===== src/rtl/mem_stage.sv =====
// -----------------------------------------------------------------------------
// mem_stage -- memory-access pipeline stage.
//
// Accepts one EX result at a time. Non-memory ops pass straight to writeback
// one cycle later. Aligned loads/stores hold a data-memory request until
// dmem_ack, then deliver a writeback bundle (with load data lane-selected and
// extended) the following cycle. Misaligned accesses raise misaligned_exc.
// Conflicting read+write or an undefined funct3 becomes a harmless no-op.
//
// Ports
//   clk, reset        : rising-edge clock, synchronous active-high reset
//   ex_*              : EX-stage result bundle (valid, alu_out, rs2_data,
//                       mem_read, mem_write, funct3, rd, reg_write)
//   stall_out         : high while an access is outstanding (EX must hold)
//   dmem_*            : data-memory request (req, we, addr, wdata, be) and
//                       response (ack, rdata)
//   wb_*              : one-cycle writeback bundle (valid, data, rd, reg_write)
//   misaligned_exc    : one-cycle pulse for a misaligned load/store
// -----------------------------------------------------------------------------
module mem_stage (
    input  logic        clk,
    input  logic        reset,
    input  logic        ex_valid,
    input  logic [31:0] ex_alu_out,
    input  logic [31:0] ex_rs2_data,
    input  logic        ex_mem_read,
    input  logic        ex_mem_write,
    input  logic [2:0]  ex_funct3,
    input  logic [4:0]  ex_rd,
    input  logic        ex_reg_write,
    output logic        stall_out,
    output logic        dmem_req,
    output logic        dmem_we,
    output logic [31:0] dmem_addr,
    output logic [31:0] dmem_wdata,
    output logic [3:0]  dmem_be,
    input  logic        dmem_ack,
    input  logic [31:0] dmem_rdata,
    output logic        wb_valid,
    output logic [31:0] wb_data,
    output logic [4:0]  wb_rd,
    output logic        wb_reg_write,
    output logic        misaligned_exc
);

    typedef enum logic {IDLE, ACCESS} state_t;

    state_t state, state_next;

    // Context of the outstanding access, needed when the response arrives.
    logic [2:0] acc_funct3;
    logic [1:0] acc_offset;
    logic       acc_load;
    logic [4:0] acc_rd;

    // Decode of the incoming EX bundle.
    logic        is_mem;
    logic        is_conflict;
    logic        funct3_ok;
    logic        misaligned;
    logic        start_access;
    logic [3:0]  store_be;
    logic [31:0] store_wdata;

    // NOTE: every always_comb output gets a default first, so no path can
    // leave it unassigned and infer a latch.
    always_comb begin
        is_mem      = ex_mem_read | ex_mem_write;
        is_conflict = ex_mem_read & ex_mem_write;

        // BU/HU only exist for loads; stores accept B/H/W.
        funct3_ok = 1'b0;
        case (ex_funct3)
            3'b000, 3'b001, 3'b010: funct3_ok = 1'b1;
            3'b100, 3'b101:         funct3_ok = ex_mem_read;
            default:                funct3_ok = 1'b0;
        endcase

        misaligned = 1'b0;
        case (ex_funct3)
            3'b001, 3'b101: misaligned = ex_alu_out[0];
            3'b010:         misaligned = |ex_alu_out[1:0];
            default:        misaligned = 1'b0;
        endcase

        store_be    = 4'b1111;
        store_wdata = ex_rs2_data;
        case (ex_funct3)
            3'b000: begin
                store_be    = 4'b0001 << ex_alu_out[1:0];
                store_wdata = {4{ex_rs2_data[7:0]}};
            end
            3'b001: begin
                store_be    = 4'b0011 << {ex_alu_out[1], 1'b0};
                store_wdata = {2{ex_rs2_data[15:0]}};
            end
            default: ;
        endcase
    end

    assign start_access = ex_valid && (state == IDLE) && is_mem && !is_conflict
                          && funct3_ok && !misaligned;

    // Masked during reset so EX is never held by a transaction being abandoned.
    assign stall_out = (state == ACCESS) && !reset;

    // Next-state logic.
    always_comb begin
        state_next = state;
        case (state)
            IDLE:    if (start_access) state_next = ACCESS;
            ACCESS:  if (dmem_ack)     state_next = IDLE;
            default: state_next = IDLE;
        endcase
    end

    // NOTE: sequential state uses non-blocking assignments so every register
    // samples the pre-edge values regardless of statement order.
    always_ff @(posedge clk) begin
        if (reset) state <= IDLE;
        else       state <= state_next;
    end

    // Lane select and extension of the returned read word.
    logic [31:0] shifted_b;
    logic [31:0] shifted_h;
    logic [31:0] load_value;

    always_comb begin
        shifted_b = dmem_rdata >> {acc_offset, 3'b000};
        shifted_h = dmem_rdata >> {acc_offset[1], 4'b0000};
        case (acc_funct3)
            3'b000:  load_value = {{24{shifted_b[7]}}, shifted_b[7:0]};
            3'b001:  load_value = {{16{shifted_h[15]}}, shifted_h[15:0]};
            3'b100:  load_value = {24'h0, shifted_b[7:0]};
            3'b101:  load_value = {16'h0, shifted_h[15:0]};
            default: load_value = dmem_rdata;
        endcase
    end

    always_ff @(posedge clk) begin
        if (reset) begin
            dmem_req       <= 1'b0;
            dmem_we        <= 1'b0;
            dmem_addr      <= 32'h0;
            dmem_wdata     <= 32'h0;
            dmem_be        <= 4'h0;
            wb_valid       <= 1'b0;
            wb_data        <= 32'h0;
            wb_rd          <= 5'h0;
            wb_reg_write   <= 1'b0;
            misaligned_exc <= 1'b0;
            acc_funct3     <= 3'h0;
            acc_offset     <= 2'h0;
            acc_load       <= 1'b0;
            acc_rd         <= 5'h0;
        end else begin
            // Writeback and exception are single-cycle pulses.
            wb_valid       <= 1'b0;
            wb_reg_write   <= 1'b0;
            misaligned_exc <= 1'b0;

            if (state == ACCESS) begin
                // Request fields stay untouched until the ack cycle.
                if (dmem_ack) begin
                    dmem_req     <= 1'b0;
                    wb_valid     <= 1'b1;
                    wb_rd        <= acc_rd;
                    wb_data      <= acc_load ? load_value : 32'h0;
                    wb_reg_write <= acc_load && (acc_rd != 5'd0);
                end
            end else if (ex_valid) begin
                wb_rd   <= ex_rd;
                wb_data <= ex_alu_out;
                if (start_access) begin
                    dmem_req   <= 1'b1;
                    dmem_we    <= ex_mem_write;
                    dmem_addr  <= {ex_alu_out[31:2], 2'b00};
                    dmem_be    <= ex_mem_write ? store_be : 4'b1111;
                    dmem_wdata <= ex_mem_write ? store_wdata : 32'h0;
                    acc_funct3 <= ex_funct3;
                    acc_offset <= ex_alu_out[1:0];
                    acc_load   <= ex_mem_read;
                    acc_rd     <= ex_rd;
                end else begin
                    // ALU op, misaligned access or no-op: immediate writeback.
                    wb_valid       <= 1'b1;
                    wb_reg_write   <= !is_mem && ex_reg_write && (ex_rd != 5'd0);
                    misaligned_exc <= is_mem && !is_conflict && funct3_ok && misaligned;
                end
            end
        end
    end

endmodule


===== config.mk =====
export PLATFORM = sky130hd
export DESIGN_NAME = mem_stage
export DESIGN_NICKNAME = d
export VERILOG_FILES = /design/src/rtl/mem_stage.sv
export SDC_FILE = /design/constraint.sdc
export NUM_CORES = 1
export LEC_CHECK = 0
export CORE_ASPECT_RATIO = 1.5
export CORE_UTILIZATION = 35
export CTS_CLUSTER_DIAMETER = 80
export DETAILED_ROUTE_END_ITERATION = 10
export PLACE_DENSITY = 0.77
export SLEW_MARGIN = 20
export SYNTH_ARGS = -nofsm -noshare
export SYNTH_HDL_FRONTEND = slang
export SYNTH_SLANG_ARGS = --single-unit

===== constraint.sdc =====
create_clock -name clk -period 2.3 [get_ports clk]
set_clock_uncertainty 0.15 [all_clocks]
set_input_delay 0.46 -clock clk [delete_from_list [all_inputs] [get_ports clk]]
set_output_delay 0.46 -clock clk [all_outputs]
set_load 0.02 [all_outputs]

==> results.json, run 1 <==
{
  "slew_headroom_pct": 60.86,
  "grt_pass1_vias": 6390,
  "final_antenna_net_count": 0,
  "required_ns": 2.43,
  "total_power_mw": 6.399,
  "p_sw_share_pct": 27.82,
  "grt_start_max_net_pins": 49,
  "fin_nets": 1022,
  "drc": 0,
  "ys_dominant_reg_cell": "dfxtp_1",
  "io_pins": 222,
  "ir_drop_uv": 346.7,
  "ys_seq_area_share_pct": 40.42,
  "worst-slew-pin-transition_ns": 0.5872,
  "power_frac_seq_pct": 35.4,
  "ys_warn_count": 0,
  "timing.hold.ws_ns": 0.3163,
  "avgSynthCellArea_um2": 8.714,
  "yosysTopAreaCell": "dfxtp_1",
  "vias": 6566,
  "placed_cell_area_um2": 8732,
  "end_kind": "flop",
  "final_max_slew_viol_count": 0,
  "worst-r2r-cell-count": 6,
  "cts-root-buf": "clkbuf_16",
  "dpl_worst_slack_ns": -0.2405,
  "clockPowerShare_pct": 44.5,
  "cts_tree": "built",
  "outcome": "finished, final reports clean",
  "fin_tns_setup_ns": 0,
  "port_buffers": 219,
  "synth_edf_count": 0,
  "rsz0062_at_grt": "no",
  "clk_transition_reported_paths_ns": 0.06,
  "die_w_um": 108.4,
  "holdPathStages": 2,
  "clk_path_buf_depth": 2,
  "start_util_pct": 35.61,
  "clk_latency_ns": 0.42,
  "p_comb_share_pct": 20.1,
  "grt_use_total_pct": 25.75,
  "final_util_pct": 56.08,
  "syn-cell-area_um2": 5943,
  "coreArea_um2": 16690,
  "dp.cells": 1100,
  "fmax_ghz": 0.4641,
  "cts_made_buffers": 17,
  "viasPerCell": 5.800,
  "drt_iter0_drc": 589,
  "arrival_ns": 2.29,
  "grt_pass1_wl_um": 34570,
  "setup_viol": 0,
  "p_per_area_nw_per_um2": 683.6,
  "internal-power_mw": 4.619,
  "power_leakage_nw": 3.413,
  "die_h_um": 161.6,
  "async_flop_share_pct": 0,
  "grt_antenna_before_repair": 0,
  "yosysTopAreaCellShare_pct": 40.42,
  "startpoint_type": "primary input",
  "ys_seq_elements": 120,
  "post_drt_wl_per_cell_um": 19.96,
  "hold_viol": 0,
  "routed_wl_um": 22590,
  "setup_ws_ns": 0.1453,
  "clkSinkCount": 120,
  "syn-instance-count": 682,
  "synth_cell_types": 52,
  "drive_gt1_share_pct": 14.75,
  "num_antenna_cells": 0,
  "switchingPower_mw": 1.781,
  "crit_fanout": 32,
  "min_path_type": "reg -> reg",
  "htreeDepth": 4,
  "ys_top_cells_by_area": "dfxtp_1 (40%), a21oi_1 (6.3%), o31ai_1 (5.3%), nand4_1 (4.4%), mux2i_1 (3.9%)",
  "gp_congestion": 0.9011,
  "critPathKind": "in -> reg",
  "final_cells": 1132,
  "max_cap_violations": 0,
  "grt-ovfl-total": 0,
  "dieArea_um2": 17520,
  "fin_crit_sh_pct": 93.68,
  "area_delta_synth_final_pct": 57.49,
  "firstDrtPassIters": 5,
  "period_minus_slack_ns": 2.155,
  "rows": 58,
  "hpwl_um": 16320,
  "post-route-cell-area_um2": 9360
}
[final timing paths]
kind / from / to / slack, ns
worst max register to register: state$_SDFF_PP0_ / dmem_wdata[9]$_SDFFE_PP0P_ / 0.27
worst min-delay path: dmem_req$_SDFFE_PP0P_ / dmem_req$_SDFFE_PP0P_ / 0.32
worst max-delay path: ex_mem_read / acc_funct3[2]$_SDFFE_PP0P_ / 0.15
worst min register to register: dmem_req$_SDFFE_PP0P_ / dmem_req$_SDFFE_PP0P_ / 0.32
[layout by cell type (no fill, tap or decap), drive strengths merged, types with 16 or more instances in the layout]
cell | netlist | layout
a21oi | 76 | 76
a311oi | 19 | 19
buf | 23 | 68
clkbuf | 56 | 17
clkdlybuf4s50 | 0 | 217
dfxtp | 120 | 120
mux2 | 17 | 17
mux2i | 23 | 23
nand2 | 43 | 43
nand4 | 42 | 42
nor2 | 34 | 34
o21ai | 41 | 41
o2bb2ai | 16 | 16
o31ai | 42 | 42
[metal layers]
metal,wire (um),part of all wire (%),global-route usage (%),vias up
li1,-,-,-,3054
met1,8232,36,28.40,3093
met2,11470,51,45.60,367
met3,2006,8.9,6.215,52
met4,885,3.9,12.22,0
met5,0,0,0,-
[critical path, stage by stage]
cell	delay, ns
clkdlybuf4s50_1	0.54
inv_1	0.06
ha_1	0.25
or2_2	0.38
buf_12	0.20
o31ai_1	0.29
a21oi_1	0.10
[cell usage after synthesis, types with 7 or more instances]
cell type / count
dfxtp_1: 120
a21oi_1: 75
clkbuf_1: 56
nand2_1: 43
nand4_1: 42
o31ai_1: 42
o21ai_0: 41
nor2_1: 34
mux2i_1: 23
mux2_2: 16
o2bb2ai_1: 16
a211oi_1: 14
o221ai_1: 14
buf_2: 12
inv_1: 11
nor2b_1: 11
a311oi_2: 10
a311oi_1: 9
nand3_1: 9
a31o_1: 8
buf_1: 8
nor4_1: 8
o21a_1: 8
o311a_1: 7
[area by class of cell]
class                           count  area, um2
Sequential cell                   120       2402
Inverter                           13      48.80
Fill cell                        1497       7331
Clock inverter                     15      200.2
Timing Repair Buffer              286       2820
Tap cell                          210      262.8
Multi-Input combinational cell    471       3201
Clock buffer                       17      425.4
[power by group through the flow]
stage	clock network [mW]	logic [mW]	registers (mW)
after global routing	2.96	1.37	2.28
final	2.85	1.29	2.26
after CTS	2.87	1.29	2.26
after floorplan	0	0.477	2.42
after detailed placement	0	1.28	2.31
after global placement	0	1.26	2.30
[logic make-up (layout without fill, tap and decap cells)]
group,after synthesis,count (layout),share of synthesized area [%]
simple gates,163,163,13.94
flops,120,120,40.42
mux,41,41,7.537
other cells,1,2,0.06310
buf+inv,92,331,6.316
compound gates,263,263,31.31
fa+ha+maj,2,2,0.4210
[registers in the layout, summed over array words and instances (netlist names), 2 cells and up]
register    cells
acc_funct3      3
acc_offset      2
acc_rd          5
dmem_addr      30
dmem_be         4
dmem_wdata     32
wb_data        32
wb_rd           5
[repair_timing]
action,4_1_cts,5_1_grt
endpoints found under the setup margin,0,1
hold buffers,0,0
buffers inserted,0,0
resized for setup,0,1
Note: power is estimated with default switching activity, not from simulation.
==> run 2, diff against run 1 <==
- CAP_MARGIN: not set -> 20
- CTS_CLUSTER_SIZE: not set -> 20
- SLEW_MARGIN: 20 -> not set
==> results of run 2 <==
No change in the layout: final DEF, timing and power equal those of run 1.
==> run 3, diff against run 2 <==
- SKIP_LAST_GASP: not set -> 1
- clock period: 2.3 -> 2.1 ns (I/O delays scaled with it)
==> run 3 against run 2 <==
Total power up 6.1%. Utilization is 1.0 points higher. Sequential power increased by 9.7%. Sequential share of layout area down 0.47 points. Setup slack got worse by 0.080 ns. Design area grew 1.9%. Hold slack worse by 0.010 ns. Count of clock-buffer cells in the layout rose by 4. Via count is 0.34% higher. Register-to-register slack worse by 0.12 ns. Global-route usage barely moved. Critical endpoint is now dmem_addr[9]$_SDFFE_PP0P_.
==> results.json, run 3 (synthesized netlist as in run 1, its figures left out) <==
{
  "setup_ws_ns": 0.06582,
  "dpl_worst_slack_ns": -0.4635,
  "drive_gt1_share_pct": 16.72,
  "post_drt_wl_per_cell_um": 19.76,
  "fin_nets": 1041,
  "routed_wl_um": 22720,
  "firstDrtPassIters": 5,
  "start_util_pct": 35.61,
  "clk_path_buf_depth": 2,
  "power_leakage_nw": 3.505,
  "cts_tree": "built",
  "rows": 58,
  "hold_viol": 0,
  "fin_crit_sh_pct": 96.87,
  "die_w_um": 108.4,
  "post-route-cell-area_um2": 9534,
  "cts_setup_buffers": 0,
  "clk_transition_reported_paths_ns": 0.06,
  "p_per_area_nw_per_um2": 712.2,
  "grt-ovfl-total": 0,
  "slowest_stage": "clkdlybuf4s50_1",
  "gp_congestion": 0.8791,
  "period_minus_slack_ns": 2.034,
  "die_h_um": 161.6,
  "drc": 0,
  "total_power_mw": 6.791,
  "grt_start_max_net_pins": 59,
  "critPathKind": "in -> reg",
  "grt_pass1_vias": 6503,
  "placed_cell_area_um2": 8925,
  "hpwl_um": 16630,
  "viasPerCell": 5.729,
  "setup_viol": 0,
  "cts_made_buffers": 17,
  "startpoint_type": "primary input",
  "cts-root-buf": "clkbuf_16",
  "port_buffers": 219,
  "dp.cells": 1119,
  "vias": 6588,
  "crit_path_max_incr_delay_ns": 0.48,
  "grt_use_total_pct": 25.77,
  "final_cells": 1150,
  "ff2ff_setup_slack_ns": 0.15,
  "crit_fanout": 32,
  "coreArea_um2": 16690,
  "ir_drop_uv": 414.0,
  "fmax_ghz": 0.4916,
  "fin_tns_setup_ns": 0,
  "worst-slew-pin-transition_ns": 0.6824,
  "grt_pass1_wl_um": 34600,
  "final_antenna_net_count": 0,
  "final_max_slew_viol_count": 0,
  "final_cell_mix": "clkdlybuf4s50_1 (215), dfxtp_1 (120), a21oi_1 (74)",
  "drt_iter0_drc": 396,
  "io_pins": 222,
  "outcome": "finished, final reports clean",
  "cp_cell_sequence": "clkdlybuf4s50_1, inv_1, ha_1, or2_2, buf_12, o31ai_1, a21oi_1",
  "slew_headroom_pct": 54.51,
  "arrival_ns": 2.15,
  "htreeDepth": 4,
  "max_cap_violations": 0,
  "min_path_type": "in -> reg",
  "clkSinkCount": 120,
  "clk_latency_ns": 0.40,
  "dieArea_um2": 17520,
  "area_delta_synth_final_pct": 60.42,
  "crit_family": "buffers and inverters",
  "largestRegisters": "dmem_wdata x32, wb_data x32, dmem_addr x30",
  "final_common_cell": "clkdlybuf4s50_1",
  "end_kind": "flop",
  "grt_antenna_before_repair": 1,
  "required_ns": 2.21,
  "path_buf_inv": 3
}
## run 3: layer usage
metal | vias up | track usage [%] | part of all wire, %
met1 | 3115 | 27.70 | 38
li1 | 3099 | - | -
met3 | 67 | 7.425 | 8.2
met5 | - | 0 | 0
met2 | 307 | 45.17 | 50
met4 | 0 | 13.14 | 4.4
## run 3: path summary, 6_finish.rpt
kind	to	start	cells past startpoint
hold / removal	misaligned_exc$_SDFF_PP0_	reset	3
setup reg to reg	wb_data[28]$_SDFFE_PP0P_	state$_SDFF_PP0_	4
setup / recovery	dmem_addr[9]$_SDFFE_PP0P_	ex_mem_write	7
hold reg to reg	dmem_we$_SDFFE_PP0P_	dmem_we$_SDFFE_PP0P_	1
## run 3: area by class of cell
class                           count  area, um2
Clock inverter                      9      100.1
Sequential cell                   120       2402
Clock buffer                       21      470.5
Timing Repair Buffer              305       3010
Antenna cell                        1      2.502
Fill cell                        1528       7157
Tap cell                          210      262.8
Inverter                           13      48.80
Multi-Input combinational cell    471       3237
## run 3: worst min-delay path: cells and delay by family
kind,cells,cell delay [ns]
and+or+nand+nor,1,0.20
AOI/OAI and AO/OA,1,0.05
buffers and inverters,1,0.12
## run 3: power by group
group	internal, mW	total (mW)	switching (mW)
combinational	0.707	1.47	0.760
sequential	2.40	2.48	0.0765
clock	1.82	2.85	1.03
total	4.93	6.79	1.87
## run 3: repair_timing
item,in CTS,in global routing
pin swaps,0,0
hold buffers,0,0
gates resized for setup,3,6
endpoints found under the setup margin,20,25
## run 3: per-stage QoR
| step | hold slack [ns] | util, % |
|---|---|---|
| 3_5_place_dp | 0.2968 | 53.47 |
| 2_1_floorplan | 0.3054 | - |
| 6_report | 0.3063 | 57.12 |
| 5_1_grt | 0.3155 | 57.12 |
| 3_3_place_gp | 0.2973 | 53.47 |
| 4_1_cts | 0.3043 | 56.93 |
